### src/rtl/conv3_xnor_pop.sv
// Binarised 3-tap 1-D convolution: XNOR-popcount against per-channel weights,
// thresholded to one bit per output channel, with zero-padding at image edges.
module conv3_xnor_pop #(
    parameter  int NO_CH         = 8,
    parameter  int NO_OUT        = 8,
    parameter  int LOG2_IMG_SIZE = 7,
    parameter  int THROUGHPUT    = 1,
    localparam int TW            = $clog2(3*NO_CH+1),
    localparam int WORDS         = (2**LOG2_IMG_SIZE) / THROUGHPUT,
    localparam int AW            = (NO_OUT > 1) ? $clog2(NO_OUT) : 1
) (
    input  logic                                   clk,
    input  logic                                   rst,
    input  logic                                   vld_in,
    input  logic [THROUGHPUT+1:0][NO_CH-1:0]       data_in,
    input  logic                                   wgt_we,
    input  logic [AW-1:0]                          wgt_addr,
    input  logic [3*NO_CH-1:0]                     wgt_data,
    input  logic [TW-1:0]                          thr_data,
    output logic                                   vld_out,
    output logic [THROUGHPUT-1:0][NO_OUT-1:0]      data_out
);

    localparam int CW = (LOG2_IMG_SIZE - $clog2(THROUGHPUT) > 0) ?
                        (LOG2_IMG_SIZE - $clog2(THROUGHPUT)) : 1;
    localparam int PW = $clog2(NO_CH+1);
    localparam logic [CW-1:0] LAST_WORD = CW'(WORDS-1);
    localparam logic [AW:0]   ADDR_LIM  = (AW+1)'(NO_OUT);

    function automatic logic [PW-1:0] pop_xnor(input logic [NO_CH-1:0] a,
                                               input logic [NO_CH-1:0] w);
        logic [PW-1:0] n;
        n = '0;
        for (int i = 0; i < NO_CH; i++) begin
            n = n + PW'(~(a[i] ^ w[i]));
        end
        return n;
    endfunction

    logic [3*NO_CH-1:0] w_q   [NO_OUT];
    logic [3*NO_CH-1:0] w_d   [NO_OUT];
    logic [TW-1:0]      thr_q [NO_OUT];
    logic [TW-1:0]      thr_d [NO_OUT];
    logic [CW-1:0]      cnt_q, cnt_d;

    logic [PW-1:0]      pop_p1_q [THROUGHPUT][NO_OUT][3];
    logic [PW-1:0]      pop_p1_d [THROUGHPUT][NO_OUT][3];
    logic [TW-1:0]      thr_p1_q [NO_OUT];
    logic [TW-1:0]      thr_p1_d [NO_OUT];
    logic               mask_l_p1_q, mask_l_p1_d;
    logic               mask_r_p1_q, mask_r_p1_d;
    logic               vld_p1_q, vld_p1_d;

    logic [THROUGHPUT-1:0][NO_OUT-1:0] data_out_q, data_out_d;
    logic               vld_p2_q, vld_p2_d;
    logic [TW-1:0]      score_p2;

    // Weight/threshold store and position counter
    always_comb begin
        w_d   = w_q;
        thr_d = thr_q;
        if (wgt_we && ({1'b0, wgt_addr} < ADDR_LIM)) begin
            w_d[wgt_addr]   = wgt_data;
            thr_d[wgt_addr] = thr_data;
        end
        cnt_d = cnt_q;
        if (vld_in) begin
            cnt_d = (cnt_q == LAST_WORD) ? '0 : cnt_q + CW'(1);
        end
    end

    // Stage 1: per-tap popcounts, edge masks and the thresholds in force
    // when the word was accepted, so a concurrent write never splits a word.
    always_comb begin
        for (int k = 0; k < THROUGHPUT; k++) begin
            for (int o = 0; o < NO_OUT; o++) begin
                for (int t = 0; t < 3; t++) begin
                    pop_p1_d[k][o][t] = pop_xnor(data_in[k+2-t],
                                                 w_q[o][(2-t)*NO_CH +: NO_CH]);
                end
            end
        end
        thr_p1_d    = thr_q;
        mask_l_p1_d = (cnt_q == '0);
        mask_r_p1_d = (cnt_q == LAST_WORD);
        vld_p1_d    = vld_in;
    end

    // Stage 2: masked sum and threshold compare
    always_comb begin
        score_p2   = '0;
        data_out_d = data_out_q;
        vld_p2_d   = vld_p1_q;
        if (vld_p1_q) begin
            for (int k = 0; k < THROUGHPUT; k++) begin
                for (int o = 0; o < NO_OUT; o++) begin
                    score_p2 = TW'(pop_p1_q[k][o][1]);
                    if (!(k == 0 && mask_l_p1_q)) begin
                        score_p2 = score_p2 + TW'(pop_p1_q[k][o][0]);
                    end
                    if (!(k == THROUGHPUT-1 && mask_r_p1_q)) begin
                        score_p2 = score_p2 + TW'(pop_p1_q[k][o][2]);
                    end
                    data_out_d[k][o] = (score_p2 >= thr_p1_q[o]);
                end
            end
        end
    end

    always_ff @(posedge clk) begin
        if (rst) begin
            cnt_q      <= '0;
            vld_p1_q   <= 1'b0;
            vld_p2_q   <= 1'b0;
            data_out_q <= '0;
            for (int o = 0; o < NO_OUT; o++) begin
                w_q[o]   <= '0;
                thr_q[o] <= '0;
            end
        end else begin
            cnt_q      <= cnt_d;
            vld_p1_q   <= vld_p1_d;
            vld_p2_q   <= vld_p2_d;
            data_out_q <= data_out_d;
            w_q        <= w_d;
            thr_q      <= thr_d;
        end
    end

    always_ff @(posedge clk) begin
        pop_p1_q    <= pop_p1_d;
        thr_p1_q    <= thr_p1_d;
        mask_l_p1_q <= mask_l_p1_d;
        mask_r_p1_q <= mask_r_p1_d;
    end

    assign vld_out  = vld_p2_q;
    assign data_out = data_out_q;

endmodule

### config.mk
export PLATFORM = sky130hd
export DESIGN_NAME = conv3_xnor_pop
export DESIGN_NICKNAME = d
export VERILOG_FILES = /design/src/rtl/conv3_xnor_pop.sv
export SDC_FILE = /design/constraint.sdc
export NUM_CORES = 1
export LEC_CHECK = 0
export BUFFER_PORTS_ARGS = -buffer_cell sky130_fd_sc_hd__buf_2
export CELL_PAD_IN_SITES_DETAIL_PLACEMENT = 1
export CELL_PAD_IN_SITES_GLOBAL_PLACEMENT = 1
export CORE_MARGIN = 2
export CORE_UTILIZATION = 49
export DETAILED_ROUTE_END_ITERATION = 6
export HOLD_SLACK_MARGIN = 0.15
export PLACE_DENSITY = 0.82
export SETUP_SLACK_MARGIN = 0.4
export SKIP_CTS_REPAIR_TIMING = 1
export SYNTH_ARGS = -nofsm -noshare
export SYNTH_HDL_FRONTEND = slang
export SYNTH_SLANG_ARGS = --single-unit
export TNS_END_PERCENT = 10
### constraint.sdc
create_clock -name clk -period 3.54 [get_ports clk]
set_input_delay 0.177 -clock clk [delete_from_list [all_inputs] [get_ports clk]]
set_output_delay 0.177 -clock clk [all_outputs]
set_load 0.02 [all_outputs]
==> results.ini <==
[timing]
hold_viol_final=0
skew_ns=0.0300
fmax_mhz=316
setup_viol=0
finalMaxSlewViolations=0
tightestPinTransition_ns=1.14
min_period_ns=3.17
worst_slew_margin_rel=0.242
post-route-period-util=0.895
rsz0062_at_grt=yes
finalSetupTns_ns=0

[synthesis]
seq_area_frac_synth=0.364
netlist_area_um2=21300
ys.flop_type=dfxtp_1
synth_cell_types=44
yosys-top-cells-count=nand2_1 (496), dfxtp_1 (387), a21oi_1 (298)
synth_edf_count=0
yosysTopAreaCell=dfxtp_1
synth_fp_nets=2692
yosysWarnings=0
synth.top_cell.area_share=0.364
synth.area.top_cells=dfxtp_1 (36%), fa_1 (11%), ha_1 (10%)
synth-seq-cells=387
synth_most_common_cell=nand2_1
async_flop_share=0
avgSynthCellArea_um2=9.10
syn-instance-count=2342

[worst_setup_path]
critPathMaxStageDelay_ns=0.41
cp_cell_sequence=ha_2 > fa_1 > xnor2_1 > o21ai_1 > ha_1 > a21o_1 > a21oi_2 > nor2_1 > xor2_1 > ha_1 > nand2_1 > a311o_1 > o21ai_0
worst_path_most_repeated_cell=ha_1
slowest_stage=fa_1
start_kind=register
required_ns=4.03
critical_path_class=reg2reg
crit_path_end_kind=register
critPathArrivalTime_ns=3.66
critPathMaxFanout=3

[cts]
htreeDepth=2
cts_inserted_buffers=44
clkTransAtPathRegs_ns=0.06
clock-root-buffer=clkbuf_16
clock_sinks=387
cts_tree=done
clkLatencyLatePin_ns=0.59
clk_path_buf_depth=3

[floorplanning]
num_rows=76
fp.dieW_um=213
core_area_um2=43000
die_h_um=213
dieArea_um2=45200
initial_utilization=0.496
io_pins=69

[routing]
drt.antenna.violating_nets=0
drc=0
vias=16473
avgRoutedWirePerCell_um=22.0
drt_wl_total_um=65900
drt_first_pass_iters=5
via_per_inst=5.51
drt_iter0_drc=915

[global_route]
gr-total-overflow=0
grtUsageTotal=0.291
grt_pass1_vias=17913
grt_max_degree=119
grt_pass1_wl_um=99300
antenna_found_initial=5

[layout]
drive_above_1_share=0.123
fin_nets=2718
diodes=0
n_fill_cell=4912
instances_no_fill=2989
area_growth_syn_to_layout_pct=12.2

[placement]
gp_congestion=0.849
dp_hpwl_um=45200
port_buffers=68
place_inst=2871

[power]
leakage_nw=10.0
ir_drop_mv=0.369
power.density_nw_per_um2=799

[job]
cap_violations=0

[min_path]
hp-class=in2reg

[outcome]
status=finished clean

-- cell families after synthesis --
kind of cell / Yosys count / share of synthesized area
adder cells (fa/ha/maj): 290 / 0.210
XOR/XNOR: 250 / 0.103
AO/OA/AOI/OAI: 381 / 0.0980
flip-flops: 387 / 0.364
AND/OR/NAND/NOR: 652 / 0.130
multiplexers: 41 / 0.0218
buffers and inverters: 341 / 0.0739
-- cells in the final DEF, fill, tap and decap left out, types with 8 or more instances in the layout --
cell type | netlist | layout
nor2_2 | 3 | 8
a21o_1 | 27 | 27
xnor2_1 | 138 | 131
nor2b_1 | 28 | 28
ha_1 | 178 | 164
mux2_4 | 4 | 12
o21ai_0 | 32 | 19
nand2_1 | 496 | 495
nor3b_1 | 8 | 8
dfxtp_2 | 0 | 8
mux2_2 | 28 | 20
nor2_1 | 59 | 54
ha_2 | 0 | 13
fa_1 | 112 | 99
fa_2 | 0 | 13
buf_4 | 22 | 26
clkbuf_8 | 0 | 12
mux2i_1 | 9 | 9
nand3_1 | 20 | 20
dlygate4sd3_1 | 0 | 30
a21oi_1 | 298 | 291
or4b_1 | 8 | 8
inv_1 | 194 | 192
clkinv_2 | 0 | 11
a211oi_2 | 7 | 11
xor2_1 | 112 | 112
dfxtp_1 | 387 | 377
clkbuf_16 | 0 | 45
buf_2 | 43 | 67
-- worst paths after layout --
check / start / endpoint / slack, ns / cells past startpoint
worst min register to register: thr_p1_d[0] / thr_p1_q[0] / 0.34 / 0
worst min-delay path: data_in[18] / pop_p1_q[80] / 0.14 / 3
worst max-delay path: pop_p1_q[80] / data_out[1] / 0.37 / 13
worst max register to register: pop_p1_q[80] / data_out[1] / 0.37 / 13
-- metrics by stage --
step / instance area [um^2] / hold WS [ns] / total power [mW] / utilization / setup WS (ns)
3_3_place_gp: 21800 / 0.334 / 12.7 / 0.506 / 0.273
3_5_place_dp: 21800 / 0.337 / 13.4 / 0.506 / 0.150
2_1_floorplan: 21300 / 0.331 / 11.0 / - / 0.379
4_1_cts: 23300 / -0.115 / 18.5 / 0.542 / 0.0758
6_report: 23900 / 0.145 / 19.1 / 0.556 / 0.373
5_1_grt: 23900 / 0.185 / 20.3 / 0.556 / 0.295
-- layer usage --
metal	vias up	GRT usage	wire (um)
li1	7530	-	-
met1	8357	0.357	27300
met2	445	0.504	32300
met3	137	0.0471	3650
met4	4	0.126	2600
met5	-	0	22
-- final cells by class --
| cell class | instances | area, um^2 | share of cell area |
|---|---|---|---|
| multi-input cells | 1614 | 12200 | 0.512 |
| flip-flops and latches | 387 | 7760 | 0.325 |
| inverters | 194 | 728 | 0.0305 |
| repair buffers | 127 | 896 | 0.0375 |
| clock buffers | 62 | 1300 | 0.0544 |
| clock inverters | 20 | 240 | 0.0101 |
| well taps | 585 | 732 | 0.0306 |
-- worst max-delay path, delay by kind of cell (launching register included) --
family | cells | cell delay (ns)
fa+ha+maj | 4 | 1.25
compound gates | 5 | 1.01
xor+xnor | 2 | 0.35
flops | 1 | 0.34
simple gates | 2 | 0.12
-- report_power, final --
group	switching (mW)	internal (mW)	total, mW
sequential	0.583	4.98	5.56
combinational	4.66	4.01	8.67
clock	1.94	2.93	4.87
-- state kept, by name, summed over array words and instances (netlist names) --
| signal | count |
|---|---|
| mask_r_p1_q | 1 |
| mask_l_p1_q | 1 |
| data_out | 8 |
| vld_p1_q | 1 |
| pop_p1_q | 96 |
| thr_p1_q | 40 |
| thr_p1_d | 40 |
| vld_out | 1 |
| cnt_q | 7 |
| w_q | 192 |
No activity file was read; power rests on OpenSTA's default activity.
